## src/rtl/axi_rw_bridge.sv

```systemverilog
// Single-outstanding bridge from the core's simple rw request port to one
// single-beat AXI4 burst (len=0, INCR) with byte-lane placement and strobes.
module axi_rw_bridge #(
  parameter int ADDR_W = 64,
  parameter int DATA_W = 64,
  parameter int ID_W   = 4,
  parameter int USER_W = 1,
  parameter int AXI_ID = 0
) (
  input  logic                clock,
  input  logic                reset,
  // Requester port: rw_valid_i is held until the one-cycle rw_ready_o pulse
  // that reports completion; the next request may follow in the cycle after it.
  input  logic                rw_valid_i,
  output logic                rw_ready_o,
  input  logic                rw_req_i,
  input  logic [ADDR_W-1:0]   rw_addr_i,
  input  logic [1:0]          rw_size_i,
  input  logic [DATA_W-1:0]   rw_wdata_i,
  output logic [DATA_W-1:0]   rw_rdata_o,
  output logic [1:0]          rw_resp_o,
  // AXI channels: a transfer happens on a clock edge where valid and ready are
  // both high; valid and payload stay stable until that edge.
  output logic                axi_ar_valid_o,
  input  logic                axi_ar_ready_i,
  output logic [ADDR_W-1:0]   axi_ar_addr_o,
  output logic [ID_W-1:0]     axi_ar_id_o,
  output logic [7:0]          axi_ar_len_o,
  output logic [2:0]          axi_ar_size_o,
  output logic [1:0]          axi_ar_burst_o,
  output logic [2:0]          axi_ar_prot_o,
  output logic                axi_ar_lock_o,
  output logic [3:0]          axi_ar_cache_o,
  output logic [3:0]          axi_ar_qos_o,
  output logic [USER_W-1:0]   axi_ar_user_o,
  input  logic                axi_r_valid_i,
  output logic                axi_r_ready_o,
  input  logic [DATA_W-1:0]   axi_r_data_i,
  input  logic [1:0]          axi_r_resp_i,
  input  logic                axi_r_last_i,
  input  logic [ID_W-1:0]     axi_r_id_i,
  output logic                axi_aw_valid_o,
  input  logic                axi_aw_ready_i,
  output logic [ADDR_W-1:0]   axi_aw_addr_o,
  output logic [ID_W-1:0]     axi_aw_id_o,
  output logic [7:0]          axi_aw_len_o,
  output logic [2:0]          axi_aw_size_o,
  output logic [1:0]          axi_aw_burst_o,
  output logic [2:0]          axi_aw_prot_o,
  output logic                axi_aw_lock_o,
  output logic [3:0]          axi_aw_cache_o,
  output logic [3:0]          axi_aw_qos_o,
  output logic [USER_W-1:0]   axi_aw_user_o,
  output logic                axi_w_valid_o,
  input  logic                axi_w_ready_i,
  output logic [DATA_W-1:0]   axi_w_data_o,
  output logic [DATA_W/8-1:0] axi_w_strb_o,
  output logic                axi_w_last_o,
  input  logic                axi_b_valid_i,
  output logic                axi_b_ready_o,
  input  logic [1:0]          axi_b_resp_i,
  input  logic [ID_W-1:0]     axi_b_id_i,
  output logic [2:0]          dbg_state_o
);

  localparam int STRB_W = DATA_W / 8;
  localparam int OFF_W  = $clog2(STRB_W);

  typedef enum logic [2:0] {
    S_IDLE = 3'd0,
    S_AR   = 3'd1,
    S_R    = 3'd2,
    S_WR   = 3'd3,
    S_B    = 3'd4,
    S_RESP = 3'd5,
    S_ERR  = 3'd6
  } state_t;

  state_t              state;
  logic                req_wr;
  logic [ADDR_W-1:0]   req_addr;
  logic [1:0]          req_size;
  logic [DATA_W-1:0]   req_wdata;
  logic                aw_done;
  logic                w_done;

  logic [OFF_W-1:0]    in_off;
  logic [OFF_W-1:0]    lat_off;
  logic [OFF_W+2:0]    bit_shift;
  logic                misaligned;
  logic [DATA_W-1:0]   size_mask;
  logic [STRB_W-1:0]   nb_mask;
  logic [DATA_W-1:0]   r_lane;
  logic                aw_hs;
  logic                w_hs;
  logic                unused_ok;

  assign in_off     = rw_addr_i[OFF_W-1:0];
  assign lat_off    = req_addr[OFF_W-1:0];
  assign bit_shift  = {lat_off, 3'b000};
  // An access may not spill past the end of the data beat.
  assign misaligned = (32'(in_off) + (32'd1 << rw_size_i)) > 32'(STRB_W);

  always_comb begin
    size_mask = '0;
    nb_mask   = '0;
    case (req_size)
      2'd0: begin size_mask = DATA_W'(64'h0000_0000_0000_00ff); nb_mask = STRB_W'(8'h01); end
      2'd1: begin size_mask = DATA_W'(64'h0000_0000_0000_ffff); nb_mask = STRB_W'(8'h03); end
      2'd2: begin size_mask = DATA_W'(64'h0000_0000_ffff_ffff); nb_mask = STRB_W'(8'h0f); end
      default: begin size_mask = '1; nb_mask = '1; end
    endcase
  end

  assign r_lane = (axi_r_data_i >> bit_shift) & size_mask;
  assign aw_hs  = axi_aw_valid_o && axi_aw_ready_i;
  assign w_hs   = axi_w_valid_o && axi_w_ready_i;

  assign axi_ar_addr_o  = req_addr;
  assign axi_ar_id_o    = ID_W'(AXI_ID);
  assign axi_ar_len_o   = 8'd0;
  assign axi_ar_size_o  = {1'b0, req_size};
  assign axi_ar_burst_o = 2'b01;
  assign axi_ar_prot_o  = '0;
  assign axi_ar_lock_o  = 1'b0;
  assign axi_ar_cache_o = '0;
  assign axi_ar_qos_o   = '0;
  assign axi_ar_user_o  = '0;

  assign axi_aw_addr_o  = req_addr;
  assign axi_aw_id_o    = ID_W'(AXI_ID);
  assign axi_aw_len_o   = 8'd0;
  assign axi_aw_size_o  = {1'b0, req_size};
  assign axi_aw_burst_o = 2'b01;
  assign axi_aw_prot_o  = '0;
  assign axi_aw_lock_o  = 1'b0;
  assign axi_aw_cache_o = '0;
  assign axi_aw_qos_o   = '0;
  assign axi_aw_user_o  = '0;

  assign axi_w_data_o = req_wdata << bit_shift;
  assign axi_w_strb_o = nb_mask << lat_off;
  assign axi_w_last_o = 1'b1;

  assign dbg_state_o = state;
  assign unused_ok   = ^{axi_r_id_i, axi_b_id_i, axi_r_last_i};

  always_ff @(posedge clock) begin
    if (reset) begin
      state          <= S_IDLE;
      req_wr         <= 1'b0;
      req_addr       <= '0;
      req_size       <= '0;
      req_wdata      <= '0;
      aw_done        <= 1'b0;
      w_done         <= 1'b0;
      rw_ready_o     <= 1'b0;
      rw_rdata_o     <= '0;
      rw_resp_o      <= '0;
      axi_ar_valid_o <= 1'b0;
      axi_r_ready_o  <= 1'b0;
      axi_aw_valid_o <= 1'b0;
      axi_w_valid_o  <= 1'b0;
      axi_b_ready_o  <= 1'b0;
    end else begin
      rw_ready_o <= 1'b0;
      case (state)
        S_IDLE: begin
          // The completion pulse cycle still sees the old request on the bus.
          if (rw_valid_i && !rw_ready_o) begin
            req_wr    <= rw_req_i;
            req_addr  <= rw_addr_i;
            req_size  <= rw_size_i;
            req_wdata <= rw_wdata_i;
            if (misaligned) begin
              rw_resp_o <= 2'b10;
              state     <= S_ERR;
            end else if (rw_req_i) begin
              aw_done        <= 1'b0;
              w_done         <= 1'b0;
              axi_aw_valid_o <= 1'b1;
              axi_w_valid_o  <= 1'b1;
              state          <= S_WR;
            end else begin
              axi_ar_valid_o <= 1'b1;
              state          <= S_AR;
            end
          end
        end
        S_AR: begin
          if (axi_ar_ready_i) begin
            axi_ar_valid_o <= 1'b0;
            axi_r_ready_o  <= 1'b1;
            state          <= S_R;
          end
        end
        S_R: begin
          if (axi_r_valid_i) begin
            axi_r_ready_o <= 1'b0;
            rw_rdata_o    <= r_lane;
            rw_resp_o     <= axi_r_resp_i;
            state         <= S_RESP;
          end
        end
        S_WR: begin
          if (aw_hs) begin
            axi_aw_valid_o <= 1'b0;
            aw_done        <= 1'b1;
          end
          if (w_hs) begin
            axi_w_valid_o <= 1'b0;
            w_done        <= 1'b1;
          end
          if ((aw_done || aw_hs) && (w_done || w_hs)) begin
            axi_b_ready_o <= 1'b1;
            state         <= S_B;
          end
        end
        S_B: begin
          if (axi_b_valid_i) begin
            axi_b_ready_o <= 1'b0;
            rw_resp_o     <= axi_b_resp_i;
            state         <= S_RESP;
          end
        end
        S_RESP, S_ERR: begin
          rw_ready_o <= 1'b1;
          state      <= S_IDLE;
        end
        default: state <= S_IDLE;
      endcase
    end
  end

endmodule

```

## config.mk

```make
export PLATFORM = sky130hd
export DESIGN_NAME = axi_rw_bridge
export DESIGN_NICKNAME = d
export VERILOG_FILES = /design/src/rtl/axi_rw_bridge.sv
export SDC_FILE = /design/constraint.sdc
export NUM_CORES = 1
export LEC_CHECK = 0
export CAP_MARGIN = 20
export CORE_AREA = 2 2 217 219
export DETAILED_ROUTE_END_ITERATION = 10
export DIE_AREA = 0 0 219 221
export GPL_TIMING_DRIVEN = 0
export SLEW_MARGIN = 20
export SYNTH_ARGS = -nofsm -noshare
export SYNTH_HDL_FRONTEND = slang
export SYNTH_SLANG_ARGS = --single-unit
```

## constraint.sdc

```tcl
create_clock -name clock -period 2.2 [get_ports clock]
set_input_delay 0.33 -clock clock [delete_from_list [all_inputs] [get_ports clock]]
set_output_delay 0.33 -clock clock [all_outputs]
set_load 0.1 [all_outputs]
```

After elaboration in Yosys (flattened, before gate mapping)

Index checks and enable logic that the tools add are counted.

Bits in latches: 0
Flip-flop bits (word level): 207
Input bits: 216
Memory bits (read-only): 0
Memories kept: 0
Bits in writable memories: 0

Reduce and logical (&&, ||, !) cells: 24
Equality and inequality tests: 19
Div/mod/pow operators: 0
Add/subtract/negate cells: 1
Bitwise gates (word level): 1
Multiply operators: 0
Multiplexer cells: 41
Shifts and indexed selects: 4
Magnitude comparators: 1

Operators by type and width:

| operator                                                                          | number |
|---|---|
| 64-bit one-hot mux with 3 select lines                                            | 1 |
| 64-bit AND                                                                        | 1 |
| 64-bit by 6-bit << shifter with 64-bit output                                     | 1 |
| 64-bit by 6-bit right shift with 64-bit output                                    | 1 |
| 3-bit by 32-bit adder with 32-bit output                                          | 1 |
| 32-bit by 4-bit greater-than comparator with 1-bit output (second input constant) | 1 |
| 1-bit by 2-bit << shifter with 32-bit output (first input constant)               | 1 |
| 5-bit AND reduction                                                               | 5 |
| 8-bit one-hot mux with 3 select lines                                             | 1 |
| 2-bit inequality test (second input constant)                                     | 11 |
| 1-bit two-way mux                                                                 | 19 |
| 3-bit two-way mux                                                                 | 6 |
| 3-bit one-hot mux with 5 select lines                                             | 1 |
| 1-bit one-hot mux with 2 select lines                                             | 7 |
| 2-bit two-way mux                                                                 | 5 |
| 3-bit == test (second input constant)                                             | 3 |
| 2-bit nonzero test                                                                | 4 |
| 8-bit by 3-bit << shifter with 8-bit output                                       | 1 |
| 3-bit by 2-bit == test with 1-bit output (second input constant)                  | 2 |
| 2-bit one-hot mux with 3 select lines                                             | 1 |
| 3-bit AND reduction                                                               | 2 |
| 1-bit logical AND                                                                 | 4 |
| 2-bit AND reduction                                                               | 2 |
| 3-bit by 1-bit == test with 1-bit output (second input constant)                  | 1 |
| other kinds (8)                                                                   | 9 |

Logic depth before layout (Yosys ltp)

Gate-level depths: netlist of the first run.

Word-level depth: 6
Depth in mapped cells: 9
Depth with buffers taken out: 9

Least setup slack after synthesis of the first run

Ideal clock, no wire load.

Kind: reg2out
From: register req_addr[1] (netlist: axi_ar_addr_o[1])
To: output axi_w_data_o[0]
Stages on the path, launching flop included: 6
Arrival: 4.673 ns
Data required time: 1.870 ns
Setup slack: -2.803 ns
Path through: dfxtp_1 buf_2 buf_4 buf_2 nor3_1 and2_1

Longest elaborated chain between the ends: 1

Ends and longest elaborated chain:

| element                                       | line | source |
|---|---|---|
| start: declaration                            | 81   | `logic [ADDR_W-1:0] req_addr;` |
| start signal: assignment                      | 172  | `req_addr <= rw_addr_i;` |
| 64-bit by 6-bit << shifter with 64-bit output | 141  | `assign axi_w_data_o = req_wdata << bit_shift;` |
| end: declaration                              | 56   | `output logic [DATA_W-1:0] axi_w_data_o,` |

No other way between the ends.

Worst setup path after layout of the first run

From: register req_addr[1] (netlist: axi_ar_addr_o[1])
To: output axi_w_strb_o[6]

Longest elaborated chain between the ends: 1

Ends and longest elaborated chain:

| element                                     | line | source |
|---|---|---|
| 8-bit by 3-bit << shifter with 8-bit output | 142  | `assign axi_w_strb_o = nb_mask << lat_off;` |
| end: declaration                            | 57   | `output logic [DATA_W/8-1:0] axi_w_strb_o,` |

No other way between the ends.

==> out/metrics.yaml, run 1 <==
antenna_found_initial: 2
start_util_pct: 26.3
grt_pass1_vias: 13702
grt_setup_unrepaired: "true"
die-area_mm2: 0.0484
antenna_left: 0
synth.top_cells.by_count: "318 x nand2_1, 207 x dfxtp_1, 173 x a21oi_1"
r2r_cells: 9
drt_iter0_drc: 875
cp.arrival_ps: 2310
maxCapViolCount: 0
hold_path_startpoint: "rw_size_i[1]"
min_to: "req_size[1]"
ys_seq_elements: 207
syn_area_mm2: 0.0121
wl_per_cell_um: 23.1
use_met1_pct: 29.2
outcome: "finished, violations left"
ys_seq_area_share_pct: 34.2
clockRootBuffer: "clkbuf_16"
place_inst: 2653
synth-async-reset-ratio_pct: 0
grt_pass1_wl_um: 91400
syn_area_per_cell_um2: 8.04
r2r-start: "axi_ar_addr_o[0]"
power.density_mw_per_mm2: 1380
io_buffers: 485
finalCritPeriodShare_pct: 120
cp_max_fo: 4
yosysTopAreaCell: "dfxtp_1"
die_y_um: 221
dp_hpwl_um: 49800
netlist_top_cells_area: "dfxtp_1 34%, nand2_1 9.9%, buf_4 8.6%"
nNetsFinal: 2398
core-area_mm2: 0.0461
final_cells: 2804
worst_pin_slew_ps: 1020
holdBufCountCts: 0
setup_ws_ps: -442
synth_edf_count: 0
synth_top_area_share_pct: 34.2
ys_types: 64
finalClockSkew_ps: 17.9
grtUsageMet3_pct: 7.33
cts_buffers: 26
dr.pass1.iters: 6
grt-ovfl-total: 0
drive_gt1_share_pct: 36.3
fmax_mhz: 379
period_minus_slack_ps: 2640
gp_congestion: 0.908
violations: "negative setup slack"
synth_warnings: 0
grt_start_max_net_pins: 20
power.leakage_nw: 9.08
wirelength_um: 64700
io_pins: 552
grt.total_usage_pct: 25.6
reg2reg_to: "rw_rdata_o[18]"
die_w_um: 219
cts_max_path_buffers: 3
yosysMostFrequentCell: "nand2_1"
met2_usage_pct: 46.3
cp-start-kind: "flip-flop"
area_growth_pct: 88.2
top_usage_layer: "met2"
hold_class: "primary input to flip-flop"
route.detailed.drc: 0
whs_path_depth: 3
end_kind: "output port"
crit_required_ps: 1870
placed_area_mm2: 0.0189
hold_viol: 0
htreeDepth: 1
vias_per_cell: 4.89
irDropWorstVdd_mv: 0.817
finalInstanceArea_mm2: 0.0228
relSlewSlack_pct: 32.0
clock_latency_ps: 580
rrSetupSlack_ps: 60
cts_sinks: 207
setup_viol_count_final: 72
syn_inst: 1506
vias: 13701
final_max_slew_viol_count: 0
pre_cts_slack_ps: -1350
worstSetupPathType: "flip-flop to output port"
cts_tree: "yes"
path_clk_slew_ps: 60
num_rows: 79
synth_ff_type: "dfxtp_1"
==> worst max-delay path, cell delays in order, from the launching register on <==
cell and delay [ps]:
dfxtp_4 370, buf_12 130, buf_12 120, buf_12 110
nand2_4 60, o21ai_2 40, a222oi_1 540, clkbuf_8 370
==> routing by layer <==
metal,up-vias,share of wire (%)
li1,6374,-
met1,6639,38
met2,595,51
met3,91,8.8
met4,2,2.9
met5,-,0.020
==> timing repair <==
action / CTS / global route
pin swaps: 43 / 68
setup endpoints to repair: 308 / 123
buffers inserted: 72 / 37
resized for setup: 1273 / 139
cloned: 7 / 4
==> power by group <==
part / leakage, nW / internal [W] / switching, W
logic: 6.99 / 0.00734 / 0.0144
registers: 1.69 / 0.00441 / 0.000914
clock network: 0.403 / 0.00246 / 0.00180
total: 9.08 / 0.0142 / 0.0171
==> worst max path at each step <==
stage	startpoint	to	cells past startpoint
after detailed placement	axi_ar_addr_o[0]	axi_w_data_o[21]	7
after global placement	axi_ar_addr_o[0]	axi_w_data_o[21]	7
final	axi_ar_addr_o[1]	axi_w_strb_o[6]	7
after global routing	axi_ar_addr_o[1]	axi_w_strb_o[6]	6
after CTS	axi_ar_addr_o[1]	axi_w_strb_o[6]	6
after floorplan	axi_ar_addr_o[0]	axi_w_strb_o[6]	6
==> cell families (layout without fill, tap and decap cells) <==
logic type      after synthesis  after routing  synth area share [%]
simple gates                520            520                  18.3
compound gates              354            354                  17.6
buf+inv                     260            895                  13.0
flops                       207            207                  34.2
mux                         158            158                  16.3
fa+ha+maj                     4              4                 0.475
other cells                   2             58                0.0620
xor+xnor                      1              1                0.0723
==> through the flow <==
stage	total power (W)	hold WS (ps)	util [%]	TNS (ps)
2_1_floorplan	0.0191	434	-	-16810
3_3_place_gp	0.0238	450	41.0	-113260
3_5_place_dp	0.0239	464	41.0	-111190
4_1_cts	0.0307	175	48.1	-23320
5_1_grt	0.0325	70.0	49.5	-24130
6_report	0.0314	51.0	49.5	-20330
==> layout make-up <==
| cell class | count | area [um^2] |
|---|---|---|
| clock inverter | 9 | 86.3 |
| fill | 4353 | 23300 |
| timing repair buffer | 598 | 6730 |
| sequential | 207 | 4160 |
| buffer | 233 | 2090 |
| inverter | 18 | 68.8 |
| tap | 607 | 759 |
| clock buffer | 37 | 743 |
| multi-input combinational | 1094 | 8140 |
| antenna | 1 | 2.50 |
==> registers in the layout, summed over array words and instances (netlist names) <==
name,flops
axi_ar_addr_o,64
req_wdata,64
rw_rdata_o,64
dbg_state_o,3
req_size,2
rw_resp_o,2
aw_done,1
axi_ar_valid_o,1
axi_aw_valid_o,1
axi_b_ready_o,1
axi_r_ready_o,1
axi_w_valid_o,1
rw_ready_o,1
w_done,1
==> cell usage in the layout, fill, tap and decap left out, types with 18 or more instances in the layout <==
cell,n
clkdlybuf4s50_1,202
a21oi_1,147
o21ai_2,18
mux4_2,28
nor2_1,88
mux2i_4,33
a21oi_2,21
a22oi_1,52
dlygate4sd2_1,117
mux2i_1,48
buf_6,23
conb_1,57
dfxtp_1,199
buf_12,113
clkdlybuf4s15_2,66
buf_4,200
nor2_4,24
clkbuf_1,40
mux2_2,34
nand2_1,303
clkbuf_16,39
buf_2,18
o21ai_0,19
Power figures use the tool's default switching activity.
==> run 2, diff against run 1 <==
--- a/config.mk
+++ b/config.mk
@@ -6,9 +6,9 @@
 export NUM_CORES = 1
 export LEC_CHECK = 0
 export CAP_MARGIN = 20
-export CORE_AREA = 2 2 217 219
+export CORE_AREA = 2 2 216 218
 export DETAILED_ROUTE_END_ITERATION = 10
-export DIE_AREA = 0 0 219 221
+export DIE_AREA = 0 0 218 220
 export GPL_TIMING_DRIVEN = 0
 export SLEW_MARGIN = 20
 export SYNTH_ARGS = -nofsm -noshare
==> constraint.sdc (replaced) <==
create_clock -name clock -period 2.63 [get_ports clock]
set_input_delay 0.3945 -clock clock [delete_from_list [all_inputs] [get_ports clock]]
set_output_delay 0.3945 -clock clock [all_outputs]
set_load 0.1 [all_outputs]
==> out/metrics.yaml, run 2 (synthesis gave the netlist of run 1 again) <==
maxCapViolCount: 0  # unchanged
wl_per_cell_um: 22.7  # -1.5%
start_util_pct: 26.4  # +0.11 points
p_switching_w: 0.0137  # -20%
cts_max_path_buffers: 3  # unchanged
relSlewSlack_pct: 27.7  # -4.3 points
pwr-share-comb_pct: 68.0  # -1.4 points
drive_gt1_share_pct: 26.7  # -9.6 points
cts_sinks: 207  # unchanged
path_buf_inv: 4  # unchanged
num_rows: 79  # unchanged
dr.pass1.iters: 5  # -1
setup_ws_ps: -55.7  # +386 ps
layout_common_cells: "391 x clkdlybuf4s50_1, 314 x nand2_1, 202 x dfxtp_1"
top_usage_layer: "met2"
worstSetupPathType: "flip-flop to output port"
nNetsFinal: 2326  # -3.0%
pre_cts_slack_ps: -1300  # +54.6 ps
clock_latency_ps: 560  # -20 ps
cpLargestDelayFamily: "buffers and inverters"
cp-start-kind: "flip-flop"
use_met1_pct: 28.5  # -0.71 points
seqPwrFrac_pct: 17.8  # +0.8 points
setup_tns_ps: -177  # +20,160 ps
placed_area_mm2: 0.0186  # -1.6%
clockRootBuffer: "clkbuf_16"
hold_class: "primary input to flip-flop"
grt_setup_unrepaired: "true"
io_buffers: 485  # unchanged
critPathSlowestCell: "a222oi_1"
die_y_um: 220  # -0.45%
die-area_mm2: 0.0480  # -0.91%
grt_start_max_net_pins: 20  # unchanged
whs_path_depth: 3  # unchanged
met2_usage_pct: 43.6  # -2.7 points
core-area_mm2: 0.0459  # -0.43%
r2r_cells: 8  # -1
grt-ovfl-total: 0  # unchanged
grtUsageMet3_pct: 6.93  # -0.40 points
dp_hpwl_um: 49400  # -0.97%
htreeDepth: 1  # unchanged
final_common_cell: "clkdlybuf4s50_1"
route.detailed.drc: 0  # unchanged
grt_pass1_vias: 13249  # -3.3%
drt_iter0_drc: 783  # -11%
cts_tree: "yes"
end_kind: "output port"
gp_congestion: 0.942  # +3.8%
grt_pass1_wl_um: 87700  # -4.0%
hold_viol: 0  # unchanged
antenna_left: 0  # unchanged
vias_per_cell: 4.91  # +0.45%
grt.total_usage_pct: 24.7  # -0.86 points
finalCritPeriodShare_pct: 102
cp.depth: 7  # unchanged
post-route-util_pct: 45.4  # -4.1 points
p_clk_share_pct: 14.3  # +0.7 points
period_minus_slack_ps: 2690
cp_max_fo: 3  # -1
wirelength_um: 62000  # -4.1%
io_pins: 552  # unchanged
power.leakage_nw: 7.97  # -12%
vias: 13400  # -2.2%
antenna_found_initial: 0  # -2
switching_share_pct: 56.0  # +1.3 points
die_w_um: 218  # -0.46%
cp.arrival_ps: 2290  # -20 ps
cp_common_cell: "buf_12"
outcome: "finished, violations left"
power.density_mw_per_mm2: 1180  # -14%
internal-power_w: 0.0108  # -24%
crit_required_ps: 2240  # +370 ps
final_max_slew_viol_count: 0  # unchanged
area_growth_pct: 71.8
path_clk_slew_ps: 60  # about the same
diodes: 0  # -1
irDropWorstVdd_mv: 1.03  # +26%
setup_viol_count_final: 9  # -88%
finalClockSkew_ps: 17.0  # -0.871 ps
finalInstanceArea_mm2: 0.0208  # -8.7%
cts_buffers: 26  # unchanged
path_cells: "buf_12, buf_12, buf_12, nand2_4, o21ai_2, a222oi_1, clkbuf_8"
slowest_delay_ps: 540  # about the same
worst_pin_slew_ps: 1080  # +57.6 ps
holdBufCountCts: 0  # unchanged
violations: "negative setup slack"
whs_ps: 379  # +328 ps
fmax_mhz: 372
-- run 2: cell types whose count changed in the layout (fill, tap and decap cells not counted), moves of 12 or more --
cell,delta
a21oi_2,-14
a21oi_1,+14
mux2i_4,-18
clkdlybuf4s50_1,+189
dlygate4sd2_1,-109
mux2i_1,+26
clkdlybuf4s15_2,-66
clkdlybuf4s15_1,-13
buf_12,-66
clkbuf_2,-14
nor2_4,-12
buf_4,-12
-- run 2: layout make-up --
type                    instances  area [um^2]
fillers                      4531        25100
multi-input cells            1094         7530
repair buffers                521         5500
flip-flops and latches        207         4160
plain buffers                 238         1960
clock buffers                  38          766
well taps                     607          759
inverters                      18         67.6
clock inverters                 7         57.6
-- run 2: power groups by stage --
stage | registers, W | clock network [W] | logic (W)
2_1_floorplan | 0.00628 | 0 | 0.00939
3_3_place_gp | 0.00438 | 0 | 0.0152
3_5_place_dp | 0.00439 | 0 | 0.0153
4_1_cts | 0.00435 | 0.00358 | 0.0163
5_1_grt | 0.00442 | 0.00369 | 0.0173
6_report | 0.00436 | 0.00350 | 0.0167
-- run 2: worst reg2reg max path: stages, from the launching register on --
cell	delay (ps)
dfxtp_4	390
buf_12	130
buf_4	110
buf_4	200
clkinv_1	310
clkbuf_1	370
a21oi_1	380
mux2i_1	250
a211oi_1	270
-- run 2: final timing paths --
kind,start,end,slack (ps)
max,axi_ar_addr_o[1],axi_w_strb_o[6],-60
min,rw_wdata_i[5],req_wdata[5],380
min reg2reg,rw_resp_o[0],rw_resp_o[0],470
max reg2reg,axi_ar_addr_o[1],rw_rdata_o[7],130
-- run 2: through the flow --
stage | power (W) | std cells
finish | 0.0245 | 2730
global route | 0.0255 | 2730
CTS | 0.0242 | 2721
detailed placement | 0.0197 | 2653
global placement | 0.0196 | 2653
floorplan | 0.0157 | 1561
-- run 2: metal layers --
layer	wire length, um	vias to the layer above
met5	0	-
met2	30400	621
met1	23800	6452
met4	2390	0
li1	-	6222
met3	5410	105
-- run 2: repair_timing --
action,4_1_cts,5_1_grt
buffers inserted,24,11
resized for setup,676,107
setup endpoints to repair,80,84
cloned,1,1
pin swaps,8,15
